## config.mk

```make
export PLATFORM = sky130hd
export DESIGN_NAME = scr1_dm_regs
export DESIGN_NICKNAME = d
export VERILOG_FILES = /design/src/rtl/scr1_dm_regs.sv
export SDC_FILE = /design/constraint.sdc
export NUM_CORES = 1
export LEC_CHECK = 0
export CAP_MARGIN = 5
export CORE_UTILIZATION = 49
export CTS_CLUSTER_SIZE = 24
export DETAILED_ROUTE_END_ITERATION = 8
export PLACE_DENSITY_LB_ADDON = 0.2
export SYNTH_ARGS = -nofsm -noshare
export SYNTH_HDL_FRONTEND = slang
export SYNTH_SLANG_ARGS = --single-unit
```

## constraint.sdc

```tcl
create_clock -name clk -period 12.93 [get_ports clk]
set_input_delay 2.586 -clock clk [delete_from_list [all_inputs] [get_ports clk]]
set_output_delay 2.586 -clock clk [all_outputs]
set_load 0.03 [all_outputs]
```

## src/rtl/scr1_dm_regs.sv

```systemverilog
`default_nettype none
// ============================================================================
// Module   : scr1_dm_regs
// Purpose  : Debug-module DMI register file with abstract-command sequencer.
//            Optional macro SCR1_DMI_PROGBUF_EN adds progbuf0/progbuf1.
// Revision : 1.0
// ============================================================================
module scr1_dm_regs #(
  parameter int SCR1_DBG_DMI_ADDR_WIDTH = 6
) (
  input  logic                               clk,
  input  logic                               rst,
  input  logic                               dmi_req,
  input  logic                               dmi_wr,
  input  logic [SCR1_DBG_DMI_ADDR_WIDTH-1:0] dmi_addr,
  input  logic [31:0]                        dmi_wdata,
  output logic                               dmi_resp,
  output logic [31:0]                        dmi_rdata,
  input  logic                               hart_halted,
  output logic                               hart_halt_req,
  output logic                               hart_resume_req,
  input  logic                               hart_resume_ack,
  output logic                               dm_active,
  output logic                               ndm_reset,
  output logic                               cmd_req,
  output logic                               cmd_write,
  output logic [15:0]                        cmd_regno,
  output logic [31:0]                        cmd_wdata,
  input  logic                               cmd_ack,
  input  logic [31:0]                        cmd_rdata,
  input  logic                               cmd_err
);

  localparam logic [SCR1_DBG_DMI_ADDR_WIDTH-1:0] c_ADDR_DATA0      = 'h04;
  localparam logic [SCR1_DBG_DMI_ADDR_WIDTH-1:0] c_ADDR_DMCONTROL  = 'h10;
  localparam logic [SCR1_DBG_DMI_ADDR_WIDTH-1:0] c_ADDR_DMSTATUS   = 'h11;
  localparam logic [SCR1_DBG_DMI_ADDR_WIDTH-1:0] c_ADDR_HARTINFO   = 'h12;
  localparam logic [SCR1_DBG_DMI_ADDR_WIDTH-1:0] c_ADDR_ABSTRACTCS = 'h16;
  localparam logic [SCR1_DBG_DMI_ADDR_WIDTH-1:0] c_ADDR_COMMAND    = 'h17;
`ifdef SCR1_DMI_PROGBUF_EN
  localparam logic [SCR1_DBG_DMI_ADDR_WIDTH-1:0] c_ADDR_PROGBUF0   = 'h20;
  localparam logic [SCR1_DBG_DMI_ADDR_WIDTH-1:0] c_ADDR_PROGBUF1   = 'h21;
  localparam logic [4:0]                         c_PROGBUFSIZE     = 5'd2;
`else
  localparam logic [4:0]                         c_PROGBUFSIZE     = 5'd0;
`endif

  localparam logic [2:0] c_ERR_NONE    = 3'd0;
  localparam logic [2:0] c_ERR_BUSY    = 3'd1;
  localparam logic [2:0] c_ERR_UNSUPP  = 3'd2;
  localparam logic [2:0] c_ERR_EXCEPT  = 3'd3;
  localparam logic [2:0] c_ERR_HALTRES = 3'd4;

  typedef enum logic [0:0] {
    ST_IDLE = 1'b0,
    ST_EXEC = 1'b1
  } state_t;

  state_t      r_state;
  state_t      w_state_next;

  logic [31:0] r_data0;
  logic        r_haltreq;
  logic        r_ndmreset;
  logic        r_dmactive;
  logic        r_resume_req;
  logic        r_resumeack;
  logic [2:0]  r_cmderr;
  logic        r_cmd_write;
  logic [15:0] r_cmd_regno;
  logic [31:0] r_cmd_wdata;

  logic        w_wr;
  logic        w_wr_data0;
  logic        w_wr_dmctrl;
  logic        w_wr_abscs;
  logic        w_wr_cmd;
  logic        w_wr_pb;
  logic        w_busy;
  logic        w_done;
  logic        w_hold;
  logic        w_abs_wr_busy;
  logic        w_cmd_ok;
  logic        w_cmd_illegal;
  logic        w_cmd_nohalt;
  logic        w_cmd_start;
  logic [31:0] w_rdata;

  assign w_wr        = dmi_req & dmi_wr;
  assign w_wr_data0  = w_wr & (dmi_addr == c_ADDR_DATA0);
  assign w_wr_dmctrl = w_wr & (dmi_addr == c_ADDR_DMCONTROL);
  assign w_wr_abscs  = w_wr & (dmi_addr == c_ADDR_ABSTRACTCS);
  assign w_wr_cmd    = w_wr & (dmi_addr == c_ADDR_COMMAND);

  assign w_busy = (r_state == ST_EXEC);
  assign w_done = w_busy & cmd_ack;

  // Inactive DM (or a write clearing dmactive) pins all debug state to reset values.
  assign w_hold = ~r_dmactive | (w_wr_dmctrl & ~dmi_wdata[0]);

  assign w_abs_wr_busy = w_busy & (w_wr_data0 | w_wr_cmd | w_wr_abscs | w_wr_pb);

  assign w_cmd_ok      = r_dmactive & w_wr_cmd & ~w_busy & (r_cmderr == c_ERR_NONE);
  assign w_cmd_illegal = w_cmd_ok & ((dmi_wdata[31:24] != 8'd0) | (dmi_wdata[22:20] != 3'd2));
  assign w_cmd_nohalt  = w_cmd_ok & ~w_cmd_illegal & dmi_wdata[17] & ~hart_halted;
  assign w_cmd_start   = w_cmd_ok & ~w_cmd_illegal & dmi_wdata[17] & hart_halted;

  always_ff @(posedge clk or posedge rst) begin
    if (rst) begin
      r_state <= ST_IDLE;
    end else begin
      r_state <= w_state_next;
    end
  end

  always_comb begin
    w_state_next = r_state;
    case (r_state)
      ST_IDLE: if (w_cmd_start) w_state_next = ST_EXEC;
      ST_EXEC: if (cmd_ack)     w_state_next = ST_IDLE;
      default:                  w_state_next = ST_IDLE;
    endcase
    if (w_hold) w_state_next = ST_IDLE;
  end

  always_ff @(posedge clk or posedge rst) begin
    if (rst) begin
      r_data0      <= '0;
      r_haltreq    <= 1'b0;
      r_ndmreset   <= 1'b0;
      r_dmactive   <= 1'b0;
      r_resume_req <= 1'b0;
      r_resumeack  <= 1'b0;
      r_cmderr     <= c_ERR_NONE;
      r_cmd_write  <= 1'b0;
      r_cmd_regno  <= '0;
      r_cmd_wdata  <= '0;
    end else if (w_hold) begin
      r_data0      <= '0;
      r_haltreq    <= 1'b0;
      r_ndmreset   <= 1'b0;
      r_dmactive   <= w_wr_dmctrl & dmi_wdata[0];
      r_resume_req <= 1'b0;
      r_resumeack  <= 1'b0;
      r_cmderr     <= c_ERR_NONE;
      r_cmd_write  <= 1'b0;
      r_cmd_regno  <= '0;
      r_cmd_wdata  <= '0;
    end else begin
      if (w_wr_dmctrl) begin
        r_dmactive <= dmi_wdata[0];
        r_ndmreset <= dmi_wdata[1];
        r_haltreq  <= dmi_wdata[31];
      end

      if (w_wr_dmctrl && dmi_wdata[30] && !dmi_wdata[31]) begin
        r_resume_req <= 1'b1;
        r_resumeack  <= 1'b0;
      end else if (r_resume_req && hart_resume_ack) begin
        r_resume_req <= 1'b0;
        r_resumeack  <= 1'b1;
      end

      // A completing read owns data0 even if the debugger writes it in the same cycle.
      if (w_done && !cmd_err && !r_cmd_write) begin
        r_data0 <= cmd_rdata;
      end else if (w_wr_data0 && !w_busy) begin
        r_data0 <= dmi_wdata;
      end

      if (w_done && cmd_err) begin
        r_cmderr <= c_ERR_EXCEPT;
      end else if (w_abs_wr_busy) begin
        if (r_cmderr == c_ERR_NONE) r_cmderr <= c_ERR_BUSY;
      end else if (w_wr_abscs) begin
        r_cmderr <= r_cmderr & ~dmi_wdata[10:8];
      end else if (w_cmd_illegal) begin
        r_cmderr <= c_ERR_UNSUPP;
      end else if (w_cmd_nohalt) begin
        r_cmderr <= c_ERR_HALTRES;
      end

      if (w_cmd_start) begin
        r_cmd_write <= dmi_wdata[16];
        r_cmd_regno <= dmi_wdata[15:0];
        r_cmd_wdata <= r_data0;
      end
    end
  end

`ifdef SCR1_DMI_PROGBUF_EN
  logic [31:0] r_progbuf0;
  logic [31:0] r_progbuf1;
  logic        w_wr_pb0;
  logic        w_wr_pb1;

  assign w_wr_pb0 = w_wr & (dmi_addr == c_ADDR_PROGBUF0);
  assign w_wr_pb1 = w_wr & (dmi_addr == c_ADDR_PROGBUF1);
  assign w_wr_pb  = w_wr_pb0 | w_wr_pb1;

  always_ff @(posedge clk or posedge rst) begin
    if (rst) begin
      r_progbuf0 <= '0;
      r_progbuf1 <= '0;
    end else if (w_hold) begin
      r_progbuf0 <= '0;
      r_progbuf1 <= '0;
    end else if (!w_busy) begin
      if (w_wr_pb0) r_progbuf0 <= dmi_wdata;
      if (w_wr_pb1) r_progbuf1 <= dmi_wdata;
    end
  end
`else
  assign w_wr_pb = 1'b0;
`endif

  always_comb begin
    w_rdata = '0;
    case (dmi_addr)
      c_ADDR_DATA0:      w_rdata = r_data0;
      c_ADDR_DMCONTROL:  w_rdata = {r_haltreq, 1'b0, 28'd0, r_ndmreset, r_dmactive};
      c_ADDR_DMSTATUS:   w_rdata = {14'd0, r_resumeack, r_resumeack, 4'd0,
                                    ~hart_halted, ~hart_halted, hart_halted, hart_halted,
                                    1'b1, 3'd0, 4'd2};
      c_ADDR_HARTINFO:   w_rdata = '0;
      c_ADDR_ABSTRACTCS: w_rdata = {3'd0, c_PROGBUFSIZE, 11'd0, w_busy, 1'b0,
                                    r_cmderr, 4'd0, 4'd1};
`ifdef SCR1_DMI_PROGBUF_EN
      c_ADDR_PROGBUF0:   w_rdata = r_progbuf0;
      c_ADDR_PROGBUF1:   w_rdata = r_progbuf1;
`endif
      default:           w_rdata = '0;
    endcase
  end

  assign dmi_resp        = dmi_req;
  assign dmi_rdata       = rst ? 32'd0 : w_rdata;
  assign hart_halt_req   = r_haltreq;
  assign hart_resume_req = r_resume_req;
  assign dm_active       = r_dmactive;
  assign ndm_reset       = r_ndmreset;
  assign cmd_req         = w_busy;
  assign cmd_write       = r_cmd_write;
  assign cmd_regno       = r_cmd_regno;
  assign cmd_wdata       = r_cmd_wdata;

endmodule
`default_nettype wire

```

==> metrics.md, run 1 <==
| Metric | Value |
|---|---|
| Outcome | completed |
| Critical-path cell list | clkdlybuf4s50_1 -> or3b_1 -> nor3_4 -> a22oi_1 -> a21oi_1 -> clkdlybuf4s50_1 |
| Max Slew Vio Count | 0 |
| DRT Pass-1 Iters | 5 |
| RSZ-0062 raised after global routing | false |
| Min Hold Slack | 0.4935 ns |
| H-Tree Level Count | 3 |
| Row cnt | 35 |
| Most frequent CP cell | clkdlybuf4s50_1 |
| Post-CTS setup buffers | 0 |
| Via count | 4407 |
| Mux cell area share after synthesis | 6.772% |
| Post-Route WL | 13.68 mm |
| Synth Area in Adders | 0% |
| CP Data Required Time | 10.34 ns |
| Fin worst setup slack | 4.494 ns |
| Worst Tran Pin Value | 1.268 ns |
| Slowest-stage cell, CP | nor3_4 |
| Critical path class | input pin to primary output |
| Die width | 100.2 um |
| Synth Warn # | 0 |
| Number of max-cap violations | 0 |
| Startpoint types | input pin |
| Initial antenna violation count | 0 |
| Sequential-to-total area share from yosys stat | 47.62% |
| RD Place Congestion | 0.8659 |
| Most common cell after layout, fill and taps aside | clkdlybuf4s50_1 |
| Netlist cell types | 50 |
| Initial Util | 50.94% |
| Core area | 9284 um^2 |
| Drt wl/cell | 17.52 um |
| Layout overhead on the synthesized area | 38.60% |
| Worst slack, placed | 4.540 ns |
| Pwr dens | 81.82 nW/um^2 |
| Reg2reg setup slack | 10.34 ns |
| Clock Pin Slew Worst Setup and Hold Paths | 0.08 ns |
| Min Clock Period, post-route | 8.436 ns |
| # clock sinks | 90 |
| Worst Hold Class | flip-flop to flip-flop |
| Top cells by area, synth | dfrtp_1, nand2_1, mux2i_1, a211oi_1, nand3_2 |
| Most frequent cells in the layout | clkdlybuf4s50_1, nand2_1, dfrtp_1, nor2_1, nand3_1 |
| Post-DP HPWL | 9.464 mm |
| Vias in the first global route | 4413 |
| Post-route ant nets | 0 |
| Final Hold Vio Count | 0 |
| Seq cells post-synth | 90 |
| Share of the synthesized area in the top cell type | 47.62% |
| Crit path DAT | 5.85 ns |
| First-iteration detailed-routing DRC count | 277 |
| Max Freq | 118.5 MHz |
| Die ar. | 10050 um^2 |
| Gr ovfl total | 0 |
| Nets | 725 |
| Top_reg_cell synth | dfrtp_1 |
| Slew headroom | 15.21% |
| Avg Vias per Cell | 5.643 |
| Simple-gate share of the synthesized area | 29.42% |
| Global-route wire length before repair | 22.36 mm |
| Peak supply drop | 0.00004990 V |
| Async SR Flop Fraction | 100.0% |
| CP peak stage delay | 0.97 ns |
| Synth Area in Compound Gates | 10.93% |
| Total power | 0.0005363 W |
| Avg Inst Size Synth | 9.292 um^2 |
| Antenna cells | 0 |
| DRC errors left | 0 |
| Post-Syn Nets | 587 |
| Max Root-Sink Buffers | 2 |
| Hold-fix buffers, CTS | 0 |
| Share of post-route cells with drive strength above 1 | 8.129% |
| CTS buffer count | 9 |
| Largest net degree at the start of global routing | 65 |
| Fin crit share | 65.24% |
| Post-synth EDFFs | 0 |
| Xor-xnor portion of the synthesized cell area | 0% |
| Clock root buffer | clkbuf_8 |
| Chip height | 100.2 um |
| Total GRT Usage | 28.63% |
| Port Buffers | 164 |
| Crit-path leading delay family | simple AND/OR/NAND/NOR gates |
| Cell accounting for the most synthesized area | dfrtp_1 |
| # setup viols final | 0 |
| Critical Path Fanout Max | 33 |
| Clk_lat worst skew | 0.37 ns |
| Critical Path Sink Type | primary output |
| Largest family of logic cells by synthesized area | simple AND/OR/NAND/NOR gates |
| Leakage | 2.752 nW |
| Sum Neg Setup Slack | 0 ns |
| Clk_skew | 0.01477 ns |
| # IOs | 165 |
| Final core utilization | 70.61% |
| Mapped Cells | 509 |
| Crit path buf inv count | 2 |
| CTS tree | done |
| Cell Area, Synth | 4730 um^2 |
| Resized cells post-CTS | 0 |
[final cells by class]
class,count,area (um^2)
tap,129,161.4
multi-input combinational,372,2243
clock inverter,6,66.31
sequential,90,2252
fill,755,2729
clock buffer,10,127.6
timing repair buffer,170,1687
inverter,4,17.52
[registers in the layout (all words and copies together), names as in the netlist]
signal,count
cmd_regno,16
cmd_req,1
cmd_wdata,32
cmd_write,1
dm_active,1
hart_halt_req,1
hart_resume_req,1
ndm_reset,1
r_cmderr,3
r_data0,32
r_resumeack,1
[through the flow]
stage / cells / cell area (um^2)
after CTS: 781 / 6555
after global routing: 781 / 6555
after floorplan: 509 / 4730
after global placement: 765 / 6361
after detailed placement: 765 / 6361
final: 781 / 6555
[routing by layer]
metal / global-route usage, % / part of all wire [%] / wire, um / up-vias
li1: - / - / - / 2077
met1: 40.17 / 45 / 6190 / 2119
met2: 46.00 / 47 / 6470 / 185
met3: 4.805 / 5.9 / 808 / 26
met4: 8.027 / 1.6 / 215 / 0
met5: 0 / 0 / 0 / -
[cell usage after synthesis, types with 3 or more instances]
master and n:
nor3b_1 3, nor2_1 40, nor3_1 4, clkbuf_1 17
buf_2 13, a21oi_1 14, buf_1 3, or2_2 3
mux2i_1 32, a211oi_1 32, buf_6 5, nand2_1 111
a22oi_1 5, buf_4 5, o21ai_0 4, inv_1 4
nor4bb_1 3, and3_1 22, nand2b_1 4, nor4_1 3
and2_1 3, nand3_2 20, nand3_1 34, dfrtp_1 90
[kinds of logic (layout without fill, tap and decap cells)]
group                  count (synthesis)  in the layout
AOI/OAI and AO/OA                     72             72
buffers and inverters                 47            190
DFF                                   90             90
and+or+nand+nor                      268            268
muxes                                 32             32
[where the power goes]
group          switching (W)  internal (W)  total (W)
clock network       0.000105     0.0000903   0.000195
registers         0.00000146      0.000282   0.000283
logic              0.0000300     0.0000281  0.0000581
[worst register-to-register path, stage by stage, from the launching register on]
cell and delay, ns:
dfrtp_1 0.60, nor4bb_1 0.28, nand4_1 0.21, or3_2 0.79
buf_4 0.38, a21oi_1 0.19, nor2_1 0.05
[path summary, 6_finish.rpt]
path / startpoint / to / cells after the start
max in group asynchronous: rst / r_data0[30]$_DFFE_PP0P_ / 3
min in group asynchronous: rst / cmd_wdata[6]$_DFFE_PP0P_ / 2
worst max-delay path: dmi_addr[0] / dmi_rdata[9] / 6
worst max register to register: dm_active$_DFFE_PP0P_ / cmd_regno[0]$_DFFE_PP0P_ / 6
worst min-delay path: cmd_wdata[17]$_DFFE_PP0P_ / cmd_wdata[17]$_DFFE_PP0P_ / 2
worst min register to register: cmd_wdata[17]$_DFFE_PP0P_ / cmd_wdata[17]$_DFFE_PP0P_ / 2
Power figures use the tool's default switching activity.
==> inputs of run 2 (changes only) <==
--- a/config.mk
+++ b/config.mk
@@ -6,7 +6,7 @@
 export NUM_CORES = 1
 export LEC_CHECK = 0
 export CAP_MARGIN = 5
-export CORE_UTILIZATION = 49
+export CORE_UTILIZATION = 46
 export CTS_CLUSTER_SIZE = 24
 export DETAILED_ROUTE_END_ITERATION = 8
 export PLACE_DENSITY_LB_ADDON = 0.2
==> constraint.sdc (replaced) <==
create_clock -name clk -period 8.05 [get_ports clk]
set_input_delay 1.61 -clock clk [delete_from_list [all_inputs] [get_ports clk]]
set_output_delay 1.61 -clock clk [all_outputs]
set_load 0.03 [all_outputs]
==> run 2 against run 1 <==
Effect of this change:
- cell count rose by 0.38%
- clock skew is 0.0014 ns lower
- global-route usage is 1.5 points lower
- clock power up 54%
- flip-flop and latch count is the same
- critical path depth is the same
- power rose by 59%
- hold slack is essentially flat
- sequential power up 61%
- sequential share of layout area is essentially flat
- register-to-register slack worse by 5.2 ns
- largest cell class unchanged
==> metrics.md, run 2 (synthesis gave the netlist of run 1 again) <==
| Metric | Value |
|---|---|
| Hold path depth | 2 (unchanged) |
| Clock Pin Slew Worst Setup and Hold Paths | 0.09 ns (about the same) |
| Fin crit share | 80.61% |
| Sum Neg Setup Slack | 0 ns (unchanged) |
| Share of post-route cells with drive strength above 1 | 7.834% (-0.29 points) |
| Post-CTS setup buffers | 0 (unchanged) |
| Most common cell after layout, fill and taps aside | clkdlybuf4s50_1 |
| Vias in the first global route | 4176 (-5.4%) |
| Port Buffers | 164 (unchanged) |
| Layout overhead on the synthesized area | 38.52% (about the same) |
| # clock sinks | 90 (unchanged) |
| Max Slew Vio Count | 0 (unchanged) |
| Max Root-Sink Buffers | 2 (unchanged) |
| Clk_lat worst skew | 0.35 ns (-0.02 ns) |
| H-Tree Level Count | 3 (unchanged) |
| Final Hold Vio Count | 0 (unchanged) |
| Nets | 725 (unchanged) |
| Fin area | 6551 um^2 (about the same) |
| Worst Tran Pin Value | 1.303 ns (+0.03504 ns) |
| Area after DPL | 6366 um^2 (about the same) |
| Outcome | completed |
| Critical path class | input pin to primary output |
| RD Place Congestion | 0.9186 (+6.1%) |
| DRT Pass-1 Iters | 4 (-1) |
| # setup viols final | 0 (unchanged) |
| Drt wl/cell | 17.69 um (+0.96%) |
| Via count | 4322 (-1.9%) |
| Row cnt | 36 (+2.9%) |
| Antenna cells | 0 (unchanged) |
| Min Clock Period, post-route | 6.489 ns |
| CTS tree | done |
| Post-DP HPWL | 9.472 mm (about the same) |
| Die width | 103.4 um (+3.1%) |
| Crit path DAT | 4.88 ns (-0.97 ns) |
| Die ar. | 10690 um^2 (+6.4%) |
| First-iteration detailed-routing DRC count | 222 (-20%) |
| Worst Hold Class | flip-flop to flip-flop |
| DRC errors left | 0 (unchanged) |
| Hold-fix buffers, CTS | 0 (unchanged) |
| Largest net degree at the start of global routing | 65 (unchanged) |
| Pwr dens | 129.8 nW/um^2 (+59%) |
| Total GRT Usage | 27.11% (-1.5 points) |
| Clk_skew | 0.01340 ns (-0.001369 ns) |
| Slew headroom | 12.87% (-2.3 points) |
| Resized cells post-CTS | 0 (unchanged) |
| Number of max-cap violations | 0 (unchanged) |
| Leakage | 2.736 nW (-0.57%) |
| Gr ovfl total | 0 (unchanged) |
| RSZ-0062 raised after global routing | false |
| Max Freq | 154.1 MHz |
| Post-Route WL | 13.87 mm (+1.3%) |
| Initial antenna violation count | 0 (unchanged) |
| R2R depth | 6 (unchanged) |
| # IOs | 165 (unchanged) |
| Avg Vias per Cell | 5.513 (-2.3%) |
| Peak supply drop | 0.0001064 V (+110%) |
| Critical Path Fanout Max | 33 (unchanged) |
| CTS buffer count | 9 (unchanged) |
| Core area | 9864 um^2 (+6.3%) |
| Post-route ant nets | 0 (unchanged) |
| Global-route wire length before repair | 21.91 mm (-2.0%) |
| CP Data Required Time | 6.44 ns (-3.90 ns) |
| Critical Path Sink Type | primary output |
| Clock root buffer | clkbuf_8 |
| Chip height | 103.4 um (+3.1%) |
| Most frequent cells in the layout | clkdlybuf4s50_1, nand2_1, dfrtp_1, nor2_1, nand3_1 |
| Startpoint types | input pin |
| Initial Util | 47.95% (-3.0 points) |
[run 2: path summary, 6_finish.rpt]
kind	startpoint	endpoint	slack [ns]
worst max-delay path	dmi_addr[0]	dmi_rdata[8]	1.56
worst min-delay path	cmd_wdata[20]$_DFFE_PP0P_	cmd_wdata[20]$_DFFE_PP0P_	0.49
worst max register to register	dm_active$_DFFE_PP0P_	cmd_regno[0]$_DFFE_PP0P_	5.15
worst min register to register	cmd_wdata[20]$_DFFE_PP0P_	cmd_wdata[20]$_DFFE_PP0P_	0.49
max in group asynchronous	rst	r_data0[28]$_DFFE_PP0P_	5.50
min in group asynchronous	rst	cmd_regno[6]$_DFFE_PP0P_	1.69
[run 2: routing by layer]
layer / wire length (um) / vias up / GRT usage, % / share of wire [%]
met3: 818 / 7 / 4.167 / 5.9
met1: 6259 / 2102 / 38.49 / 45
met5: 0 / - / 0 / 0
li1: - / 2065 / - / -
met2: 6705 / 148 / 43.71 / 48
met4: 84 / 0 / 6.501 / 0.61
[run 2: per-stage QoR]
| stage | setup slack [ns] | util [%] | cells | hold WS (ns) | total power, W |
|---|---|---|---|---|---|
| floorplan | 1.326 | - | 509 | 0.4604 | 0.0005059 |
| global placement | 1.770 | 64.54 | 769 | 0.4703 | 0.0005563 |
| detailed placement | 1.610 | 64.54 | 769 | 0.4775 | 0.0005584 |
| CTS | 1.603 | 66.41 | 784 | 0.4986 | 0.0008550 |
| global route | 1.333 | 66.41 | 784 | 0.5218 | 0.0008804 |
| finish | 1.561 | 66.41 | 784 | 0.4939 | 0.0008503 |
[run 2: layout make-up]
type,instances,area (um^2)
Clock buffer,11,131.4
Clock inverter,4,53.80
Fill cell,821,3313
Inverter,4,17.52
Multi-Input combinational cell,372,2243
Sequential cell,90,2252
Tap cell,133,166.4
Timing Repair Buffer,170,1687
[run 2: report_power, final]
group	internal, W	switching (W)	leakage [nW]
clock network	0.000143	0.000158	0.0856
registers	0.000453	0.00000266	1.26
logic	0.0000454	0.0000489	1.39
[run 2: critical path: stages]
cell	delay, ns
clkdlybuf4s50_1	0.59
or3b_1	0.51
nor3_4	1.00
a22oi_1	0.24
a21oi_1	0.22
clkdlybuf4s50_1	0.70
